==> src/rtl/pe_pkg.sv <==
// Shared widths, lane types and the saturating accumulate helper for the PE row drain.
package pe_pkg;

  localparam int unsigned LANES      = 16;
  localparam int unsigned PROD_W     = 16;
  localparam int unsigned ACC_W      = 24;
  localparam int unsigned LEN_W      = 8;
  localparam int unsigned FIFO_DEPTH = 2;
  // Working width for sat_add; any accumulator up to 31 bits fits without wrap.
  localparam int unsigned SUM_W      = 32;

  typedef logic signed [PROD_W-1:0] prod_t;
  typedef logic signed [ACC_W-1:0]  acc_t;
  typedef prod_t [LANES-1:0]        lane_prod_t;
  typedef acc_t  [LANES-1:0]        lane_acc_t;

  typedef struct packed {
    logic                    sat;
    logic signed [SUM_W-1:0] val;
  } sat_res_t;

  // Add two sign-extended operands one bit wider, then clamp to a w-bit signed range.
  function automatic sat_res_t sat_add(input logic signed [SUM_W-1:0] a,
                                       input logic signed [SUM_W-1:0] b,
                                       input int unsigned             w);
    logic signed [SUM_W:0] s;
    logic signed [SUM_W:0] hi;
    logic signed [SUM_W:0] lo;
    sat_res_t              r;
    s  = {a[SUM_W-1], a} + {b[SUM_W-1], b};
    hi = ((SUM_W+1)'(1) << (w - 1)) - (SUM_W+1)'(1);
    lo = ~hi;
    r.sat = 1'b0;
    r.val = s[SUM_W-1:0];
    if (s > hi) begin
      r.sat = 1'b1;
      r.val = hi[SUM_W-1:0];
    end else if (s < lo) begin
      r.sat = 1'b1;
      r.val = lo[SUM_W-1:0];
    end
    return r;
  endfunction

endpackage

==> src/rtl/pe_row_psum_drain_if.sv <==
// Product-in and psum-out handshake bundle between PE row, drain and write-back.
interface pe_row_psum_drain_if
  import pe_pkg::*;
#(
  parameter int unsigned OUT_W = ACC_W
);
  logic                              in_valid;
  logic                              in_ready;
  logic [LANES-1:0][PROD_W-1:0]      product;
  logic                              out_valid;
  logic                              out_ready;
  logic [LANES-1:0][OUT_W-1:0]       out_psum;
  logic [LANES-1:0]                  out_sat;

  modport master (output in_valid, product, out_ready,
                  input  in_ready, out_valid, out_psum, out_sat);
  modport slave  (input  in_valid, product, out_ready,
                  output in_ready, out_valid, out_psum, out_sat);
endinterface

==> src/rtl/psum_fifo.sv <==
// Small synchronous FIFO holding completed lane-vectors with their sat flags.
module psum_fifo #(
  parameter int unsigned DATA_W = 8,
  parameter int unsigned DEPTH  = 2
) (
  input  logic                               clk,
  input  logic                               rst,
  input  logic                               push_i,
  input  logic [DATA_W-1:0]                  wr_data_i,
  input  logic                               pop_i,
  output logic [DATA_W-1:0]                  rd_data_o,
  output logic                               full_o,
  output logic                               empty_o,
  output logic [$clog2(DEPTH+1)-1:0]         count_o
);
  localparam int unsigned PTR_W = (DEPTH > 1) ? $clog2(DEPTH) : 1;
  localparam int unsigned CNT_W = $clog2(DEPTH + 1);

  logic [DATA_W-1:0] mem_q [DEPTH];
  logic [PTR_W-1:0]  wr_ptr_q;
  logic [PTR_W-1:0]  rd_ptr_q;
  logic [CNT_W-1:0]  count_q;
  logic              do_push;
  logic              do_pop;

  function automatic logic [PTR_W-1:0] ptr_inc(input logic [PTR_W-1:0] p);
    return (p == PTR_W'(DEPTH - 1)) ? '0 : p + PTR_W'(1);
  endfunction

  assign full_o    = (count_q == CNT_W'(DEPTH));
  assign empty_o   = (count_q == '0);
  assign count_o   = count_q;
  assign rd_data_o = mem_q[rd_ptr_q];
  assign do_push   = push_i & ~full_o;
  assign do_pop    = pop_i & ~empty_o;

  // Storage, wrapping pointers and occupancy count.
  always_ff @(posedge clk or posedge rst) begin
    if (rst) begin
      for (int i = 0; i < int'(DEPTH); i++) mem_q[i] <= '0;
      wr_ptr_q <= '0;
      rd_ptr_q <= '0;
      count_q  <= '0;
    end else begin
      if (do_push) begin
        mem_q[wr_ptr_q] <= wr_data_i;
        wr_ptr_q        <= ptr_inc(wr_ptr_q);
      end
      if (do_pop) rd_ptr_q <= ptr_inc(rd_ptr_q);
      unique case ({do_push, do_pop})
        2'b10:   count_q <= count_q + CNT_W'(1);
        2'b01:   count_q <= count_q - CNT_W'(1);
        default: count_q <= count_q;
      endcase
    end
  end
endmodule

==> src/rtl/pe_row_psum_drain.sv <==
// Per-lane windowed saturating accumulation of PE row products, drained through a FIFO.
module pe_row_psum_drain
  import pe_pkg::*;
#(
  parameter int unsigned OUT_W = ACC_W
) (
  input  logic                 clk,
  input  logic                 rst,
  input  logic [LEN_W-1:0]     cfg_len,
  pe_row_psum_drain_if.slave   bus,
  output logic                 busy
);
  localparam int unsigned CNT_W   = LEN_W + 1;
  localparam int unsigned FCNT_W  = $clog2(FIFO_DEPTH + 1);
  localparam int unsigned ENTRY_W = LANES * OUT_W + LANES;

  logic [CNT_W-1:0]            cnt_q, cnt_d;
  logic [CNT_W-1:0]            len_q, len_d;
  logic [LANES-1:0][OUT_W-1:0] acc_q, acc_d;
  logic [LANES-1:0]            sat_q, sat_d;

  logic [CNT_W-1:0]            len_eff_c;
  logic [LANES-1:0][OUT_W-1:0] base_c;
  sat_res_t [LANES-1:0]        res_c;
  logic [LANES-1:0][OUT_W-1:0] sum_c;
  logic [LANES-1:0]            sat_c;
  logic                        in_ready_c;
  logic                        fire_c;
  logic                        start_c;
  logic                        last_c;
  logic                        push_c;
  logic                        pop_c;

  logic                        fifo_full;
  logic                        fifo_empty;
  logic [FCNT_W-1:0]           fifo_count;
  logic [ENTRY_W-1:0]          fifo_rd;

  // Acceptance depends only on FIFO occupancy, never on out_ready.
  assign in_ready_c    = (fifo_count < FCNT_W'(FIFO_DEPTH));
  assign bus.in_ready  = in_ready_c;
  assign bus.out_valid = ~fifo_empty;
  assign pop_c         = ~fifo_empty & bus.out_ready;
  assign busy          = (cnt_q != '0);
  assign {bus.out_sat, bus.out_psum} = fifo_rd;

  // Lane sums, window bookkeeping and the final-beat push.
  always_comb begin
    cnt_d  = cnt_q;
    len_d  = len_q;
    acc_d  = acc_q;
    sat_d  = sat_q;
    push_c = 1'b0;

    fire_c    = bus.in_valid & in_ready_c;
    start_c   = (cnt_q == '0);
    len_eff_c = start_c ? ((cfg_len == '0) ? CNT_W'(2 ** LEN_W) : CNT_W'(cfg_len)) : len_q;
    last_c    = ((cnt_q + CNT_W'(1)) == len_eff_c);

    for (int i = 0; i < int'(LANES); i++) begin
      base_c[i] = start_c ? '0 : acc_q[i];
      res_c[i]  = sat_add(SUM_W'($signed(base_c[i])), SUM_W'($signed(bus.product[i])), OUT_W);
      sum_c[i]  = OUT_W'(res_c[i].val);
      sat_c[i]  = res_c[i].sat | (~start_c & sat_q[i]);
    end

    if (fire_c) begin
      len_d = len_eff_c;
      if (last_c) begin
        push_c = ~fifo_full;
        cnt_d  = '0;
        acc_d  = '0;
        sat_d  = '0;
      end else begin
        cnt_d = cnt_q + CNT_W'(1);
        acc_d = sum_c;
        sat_d = sat_c;
      end
    end
  end

  // Window state registers.
  always_ff @(posedge clk or posedge rst) begin
    if (rst) begin
      cnt_q <= '0;
      len_q <= '0;
      acc_q <= '0;
      sat_q <= '0;
    end else begin
      cnt_q <= cnt_d;
      len_q <= len_d;
      acc_q <= acc_d;
      sat_q <= sat_d;
    end
  end

  psum_fifo #(
    .DATA_W (ENTRY_W),
    .DEPTH  (FIFO_DEPTH)
  ) u_fifo (
    .clk       (clk),
    .rst       (rst),
    .push_i    (push_c),
    .wr_data_i ({sat_c, sum_c}),
    .pop_i     (pop_c),
    .rd_data_o (fifo_rd),
    .full_o    (fifo_full),
    .empty_o   (fifo_empty),
    .count_o   (fifo_count)
  );
endmodule

==> src/flat_wrapper.sv <==
// flat-port wrapper written by rule: the top's interface ports become plain ports
module pe_row_psum_drain_flat import pe_pkg::*;
#(
  parameter int unsigned OUT_W = ACC_W
)
  (clk, rst, cfg_len, busy, bus_in_valid, bus_product, bus_out_ready, bus_in_ready, bus_out_valid, bus_out_psum, bus_out_sat);
  pe_row_psum_drain_if #(.OUT_W(OUT_W)) bus_i ();
  input  logic clk;
  input  logic rst;
  input  logic [LEN_W-1:0] cfg_len;
  output logic busy;
  input wire logic [$bits(bus_i.in_valid)-1:0] bus_in_valid;
  input wire logic [$bits(bus_i.product)-1:0] bus_product;
  input wire logic [$bits(bus_i.out_ready)-1:0] bus_out_ready;
  output wire logic [$bits(bus_i.in_ready)-1:0] bus_in_ready;
  output wire logic [$bits(bus_i.out_valid)-1:0] bus_out_valid;
  output wire logic [$bits(bus_i.out_psum)-1:0] bus_out_psum;
  output wire logic [$bits(bus_i.out_sat)-1:0] bus_out_sat;
  assign bus_i.in_valid = bus_in_valid;
  assign bus_i.product = bus_product;
  assign bus_i.out_ready = bus_out_ready;
  assign bus_in_ready = bus_i.in_ready;
  assign bus_out_valid = bus_i.out_valid;
  assign bus_out_psum = bus_i.out_psum;
  assign bus_out_sat = bus_i.out_sat;
  pe_row_psum_drain #(.OUT_W(OUT_W)) u_core (.clk(clk), .rst(rst), .cfg_len(cfg_len), .bus(bus_i), .busy(busy));
endmodule
==> config.mk <==
export PLATFORM = sky130hd
export DESIGN_NAME = pe_row_psum_drain_flat
export DESIGN_NICKNAME = d
export VERILOG_FILES = /design/src/rtl/pe_pkg.sv /design/src/rtl/pe_row_psum_drain_if.sv /design/src/rtl/psum_fifo.sv /design/src/rtl/pe_row_psum_drain.sv /design/src/flat_wrapper.sv
export SDC_FILE = /design/constraint.sdc
export NUM_CORES = 2
export LEC_CHECK = 0
export BUFFER_PORTS_ARGS = -buffer_cell sky130_fd_sc_hd__buf_2
export CORE_MARGIN = 1
export CORE_UTILIZATION = 50
export CTS_BUF_LIST = sky130_fd_sc_hd__clkbuf_4 sky130_fd_sc_hd__clkbuf_8 sky130_fd_sc_hd__clkbuf_16
export CTS_CLUSTER_DIAMETER = 30
export CTS_CLUSTER_SIZE = 24
export DETAILED_ROUTE_END_ITERATION = 10
export PLACE_DENSITY = 0.68
export SETUP_SLACK_MARGIN = 0.02
export SYNTH_ARGS = -nofsm -noshare
export SYNTH_HDL_FRONTEND = slang
export SYNTH_SLANG_ARGS = --single-unit
==> constraint.sdc <==
create_clock -name clk -period 43.6 [get_ports clk]
set_clock_uncertainty 0.2 [all_clocks]
set_input_delay 2.18 -clock clk [delete_from_list [all_inputs] [get_ports clk]]
set_output_delay 2.18 -clock clk [all_outputs]
set_load 0.01 [all_outputs]
# Word-level counts from Yosys, hierarchy flattened
# Index checks and enable logic that the tools add are counted.
[op_classes]
addsub = 21
order_cmp = 36
eq_ne = 4
mux = 64
n_bitwise = 41
reduce_logical = 6
[ops]
columns = ["op", "count"]
rows = [
  ["two-way mux 400 bit", 4],
  ["two-way mux 33 bit", 32],
  ["bitwise mux 800 bit", 1],
  ["greater-than comparator 33 x 24 -> 1 bit, second input constant", 16],
  ["< comparator 33 x 24 -> 1 bit, second input constant", 16],
  ["adder 24 x 16 -> 25 bit", 16],
  ["demux 400 bit (select 1 bit)", 1],
  ["two-way mux 24 bit", 16],
  ["two-way mux 384 bit", 1],
  ["two-way mux 9 bit", 3],
  ["bitwise AND 1 bit", 20],
  ["two-way mux 16 bit", 1],
  ["OR 1 bit", 16],
  ["adder 9 x 1 -> 9 bit, second input constant", 1],
  ["== test 9 bit", 1],
  ["logical NOT 9 bit", 1],
  ["nonzero test 9 bit", 1],
  ["logical NOT 8 bit", 1],
  ["== test 2 bit, second input constant", 2],
  [">= comparator 2 bit, second input constant", 2],
  ["two-way mux 1 bit", 4],
  ["inverter 1 -> 2 bit", 2],
  ["one-hot mux 2 bit (2 select lines)", 1],
  ["inverter 1 bit", 3],
  ["other kinds (9)", 10],
]
[totals]
ff_bits = 1222
input_bits = 268
output_inout_bits = 403
wordCells = 196

# Logic depth before layout (Yosys ltp)
[logic_depth]
depth_word = 9
ltp_mapped = 25
ltp_nobuf = 18

# Modules after synthesis
# A second synthesis with hierarchy kept.
[unflattened]
hier_cells = 7262
area_unflattened_um2 = 76034.2
[modules_own_cells]
columns = ["module", "n_inst", "cells_each", "area_per_inst_um2"]
rows = [
  ["pe_row_psum_drain", 1, 5110, 41164.5],
  ["psum_fifo", 1, 2152, 34869.7],
]

# Least setup slack after synthesis
# Ideal clock, no wire load.
[synth_path]
path_type = "input -> register"
startpoint = "input bus_product[80]"
endpoint = "register u_core.u_fifo.mem_q[129] (netlist name)"
setup_time_ns = 0.077
t_arrival_ns = 5.089
required_time_ns = 43.323
slack_ns = 38.233
cell_stages = 15
n_path_buf = 3
path_cell_list = "ha_1 -> inv_1 -> fa_1 -> nand2b_1 -> a21o_1 -> a211oi_1 -> a31oi_1 -> a21oi_1 -> a32o_1 -> clkbuf_1 -> and2_0 -> clkbuf_1 -> buf_2 -> nor2_1 -> a21oi_1"
[synth_via]
elab_chain_cells = 5
[synth_rtl]
columns = ["element", "line_no", "source"]
rows = [
  ["start: declaration", "flat_wrapper.sv:13", "input wire logic [$bits(bus_i.product)-1:0] bus_product;"],
  ["adder 24 x 16 -> 25 bit *", "pe_pkg.sv:30", "s = {a[SUM_W-1], a} + {b[SUM_W-1], b};"],
  ["< comparator 33 x 24 -> 1 bit", "pe_pkg.sv:38", "end else if (s < lo) begin"],
  ["two-way mux 33 bit", "pe_pkg.sv:38", ""],
  ["two-way mux 33 bit *", "pe_pkg.sv:35", "if (s > hi) begin"],
  ["bitwise mux 800 bit *", "psum_fifo.sv:46", "mem_q[wr_ptr_q] <= wr_data_i;"],
  ["end signal: indexed assignment", "psum_fifo.sv:46", ""],
  ["end: declaration", "psum_fifo.sv:19", "logic [DATA_W-1:0] mem_q [DEPTH];"],
]
# Every way passes the cells marked *; elsewhere a longest branch is shown, timed or not.
# A chain may end at the register's enable or synchronous reset.

# Final worst setup path
[layout_path]
startpoint = "register u_core.cnt_q[0]"
endpoint = "register u_core.u_fifo.mem_q[515] (netlist name)"
[layout_via]
elab_chain_cells = 7
[layout_rtl]
columns = ["element", "line_no", "source"]
rows = [
  ["start: declaration", "pe_row_psum_drain.sv:17", "logic [CNT_W-1:0] cnt_q, cnt_d;"],
  ["start signal: assignment", "pe_row_psum_drain.sv:90", "cnt_q <= cnt_d;"],
  ["logical NOT 9 bit", "pe_row_psum_drain.sv:56", "start_c = (cnt_q == '0);"],
  ["two-way mux 24 bit", "pe_row_psum_drain.sv:61", "base_c[i] = start_c ? '0 : acc_q[i];"],
  ["adder 24 x 16 -> 25 bit", "pe_pkg.sv:30", ""],
  ["< comparator 33 x 24 -> 1 bit", "pe_pkg.sv:38", ""],
  ["two-way mux 33 bit", "pe_pkg.sv:38", ""],
  ["two-way mux 33 bit", "pe_pkg.sv:35", ""],
  ["bitwise mux 800 bit", "psum_fifo.sv:46", ""],
]
# Parallel ways exist; a longest one is shown, timed or not.

==> metrics.md <==
| Metric | Value |
|---|---|
| Status | finished, final reports clean |
| CTS buffer count | 314 |
| WS Path Type | register to register |
| R2R Path Start | u_core.cnt_q[0] |
| Port Buffers | 670 |
| Worst Hold Launch | u_core.u_fifo.mem_q[305] |
| Synth Area in Compound Gates | 20.7% |
| Mapped Area | 74,900 µm² |
| Worst rel slew slack | 13.1% |
| Asr flop ratio synth | 100% |
| Hold Crit Depth | 2 |
| Die Span Y | 389 µm |
| Worst Setup Start Kind | register |
| Clock-pin slew on the worst setup and hold paths | 0.05 ns |
| Sequential fraction of the synthesis area | 40.8% |
| Total power | 9.13 mW |
| Worst path required time | 44.15 ns |
| XOR/XNOR Fraction of Synth Area | 3.74% |
| Iter 0 DRT Violations | 4,803 |
| R2R cell count | 19 |
| Initial Util | 50.6% |
| Die ar. | 151,000 µm² |
| Die width | 389 µm |
| CP endpoint kind | register |
| FMAX | 0.134 GHz |
| Max rail drop VDD | 0.0545 mV |
| Layout cell share with drive strength beyond 1 | 20.0% |
| Synth Area in Simple Gates | 16.2% |
| Layout Cells excl Fill | 11,100 |
| Post-CTS setup repair buffer count | 0 |
| Synth cell types | 101 |
| Largest family of logic cells by synthesized area | compound AO/OA/AOI/OAI gates |
| #FFs+latches synth | 1,222 |
| Final Cycle Share | 17.1% |
| Worst skew pair latency | 0.90 ns |
| CTS tree | done |
| GRT overflow | 0 |
| Final setup violating endpoints | 0 |
| DR DRC count | 0 |
| Via density | 5.95 |
| YS warnings | 0 |
| CTS root buf | clkbuf_16 |
| Post-layout min period | 7.44 ns |
| Htree depth | 5 |
| First-pass DRT Iterations | 5 |
| Critical R2R Capture | u_core.u_fifo.mem_q[515] |
| Site row count | 141 |
| Final #Nets | 9,640 |
| Pin count of the biggest net entering global routing | 177 |
| Multiplexer share of the synthesized area | 7.40% |
| R2R Setup Slk | 36.16 ns |
| Syn Inst Count | 8,386 |
| Drt total wl | 241 mm |
| Placer congestion estimate | 0.931 |
| Power per standard cell area | 101 nW/µm² |
| Resize count post-CTS | 0 |
| Unrepaired setup endpoints after global routing | no |
| GRT Overall Usage | 31.4% |
| Crit path DAT | 7.99 ns |
| DR vias | 66,300 |
| CP Max Fanout | 109 |
| First-pass GRT wire length | 376 mm |
| Drt wl/cell | 21.7 µm |
| Setup TNS | 0 ns |
| Filler Cell Count | 12,600 |
| Max_cap viols | 0 |
| Initial antenna violation count | 28 |
| Final design utilization | 61.0% |
| P&R area growth vs syn | 20.7% |
| Synth Area in Adders | 7.56% |
| Number of synthesized flops with an enable pin | 0 |
| Clock buffer depth | 4 |
| Worst-margin pin slew | 1.29 ns |
| Hold_buf cts | 0 |
| # IOs | 671 |
| CTS Sinks | 1,222 |
| Remaining antenna violation count after routing | 0 |
| HP Class | register to register |
| Pins Over Slew Limit | 0 |
| Cell total after placement | 10,600 |
| Worst hold path endpoint | u_core.u_fifo.mem_q[305] |
| Core area | 148,000 µm² |
| Ys flop type | dfrtp_1 |
| DPL Wire Length | 160 mm |
| Final hold viol count | 0 |
| Syn Nets | 9,057 |
| Vias in the first global route | 65,900 |
| Leakage Power | 44.0 nW |
| Synth Area per Inst | 8.94 µm² |
how the worst max path moves through the flow:
stage | start | to | slack (ns) | cells after the start
2_1_floorplan | rst | u_core.acc_q[0] | 6.79 | 1
3_3_place_gp | cfg_len[5] | u_core.u_fifo.mem_q[722] | 35.54 | 13
3_5_place_dp | cfg_len[5] | u_core.u_fifo.mem_q[681] | 35.55 | 13
4_1_cts | u_core.cnt_q[0] | u_core.u_fifo.mem_q[80] | 36.23 | 21
5_1_grt | u_core.cnt_q[0] | u_core.u_fifo.mem_q[515] | 35.69 | 19
6_report | u_core.cnt_q[0] | u_core.u_fifo.mem_q[515] | 36.16 | 19
layout make-up:
cell class                 count  area, µm²  area share (%)
antenna                       17       42.5          0.0470
clock buffer                 396       8830            9.76
clock inverter               149       2110            2.34
inverter                     165        634           0.701
multi-input combinational   6520      41800            46.2
sequential                  1222      30600            33.8
tap                         1930       2410            2.67
timing repair buffer         746       4020            4.45
critical path: stages, from the launching register on:
cell       delay [ns]
dfrtp_1          0.54
inv_1            0.09
ha_1             0.21
or4b_1           0.40
nor2_1           0.25
inv_8            0.51
buf_4            0.84
and2_1           0.23
ha_1             0.19
inv_1            0.06
fa_1             0.41
nand2b_1         0.18
a21oi_1          0.19
o21a_1           0.25
a221oi_1         0.18
a2111oi_2        0.57
nor3_1           0.15
a21oi_1          0.66
nand2_1          0.70
o21ai_0          0.41
sequential cells by signal (all words and copies together) (netlist names):
name	count
u_core.acc_q	384
u_core.cnt_q	9
u_core.len_q	9
u_core.sat_q	16
u_core.u_fifo.count_o	2
u_core.u_fifo.mem_q	800
u_core.u_fifo.rd_ptr_q	1
u_core.u_fifo.wr_ptr_q	1
cell usage in the layout, fill, tap and decap left out, types with 210 or more instances in the layout:
master and count:
dfrtp_1 1221, nand2_1 1114, o21ai_0 879, a21oi_1 793, nor2_1 730, buf_2 670
mux2_2 467, and2_1 401, ha_1 387, clkbuf_16 319, xnor2_1 210
cells in the mapped netlist (16+ instances only):
cell type	n	area, µm²
nand4_1	32	200
nand2b_1	54	338
a22o_1	71	622
o21ai_0	884	4420
fa_1	16	320
clkbuf_1	334	1250
buf_2	103	515
and2_1	402	2510
buf_4	30	225
o21bai_1	40	300
xnor2_1	212	1860
inv_1	163	612
maj3_1	50	500
nand3_1	71	355
a21boi_0	35	263
or2_2	23	144
a21o_1	200	1500
mux2_2	467	5260
a31oi_1	58	363
xor2_1	108	946
o21a_1	63	473
ha_1	387	4840
a21oi_1	793	3970
a211oi_1	112	841
o211ai_1	36	270
nor2b_1	46	288
nor3_1	56	280
nor2_1	731	2740
and3_1	47	294
o31ai_1	82	616
mux2_1	16	180
a2111oi_0	18	158
dfrtp_1	1222	30600
nand2_1	1116	4190
cells by family (layout without fill, tap and decap cells):
family | after synthesis | count (layout)
xor+xnor | 320 | 320
mux | 494 | 494
simple gates | 2670 | 2670
compound gates | 2583 | 2583
other cells | 0 | 17
fa+ha+maj | 453 | 453
buf+inv | 644 | 1456
flops | 1222 | 1222
power by group:
| part | switching, mW | internal [mW] |
|---|---|---|
| logic | 3.04 | 1.85 |
| registers | 0.238 | 1.60 |
| clock network | 0.708 | 1.69 |
per-layer routing:
layer / GRT usage, % / routed length, µm / vias to the layer above
met1: 42.1 / 104000 / 32500
li1: - / - / 30900
met5: 0 / 41 / -
met2: 48.5 / 109000 / 2339
met4: 15.6 / 11600 / 8
met3: 5.92 / 16700 / 547
through the flow:
stage	hold WS [ns]	instance area, µm²	setup slack (ns)
2_1_floorplan	0.230	74900	6.79
3_3_place_gp	0.244	79500	35.54
3_5_place_dp	0.249	79500	35.55
4_1_cts	0.260	90400	36.23
5_1_grt	0.282	90400	35.69
6_report	0.256	90400	36.16
Note: power is estimated with default switching activity, not from simulation.
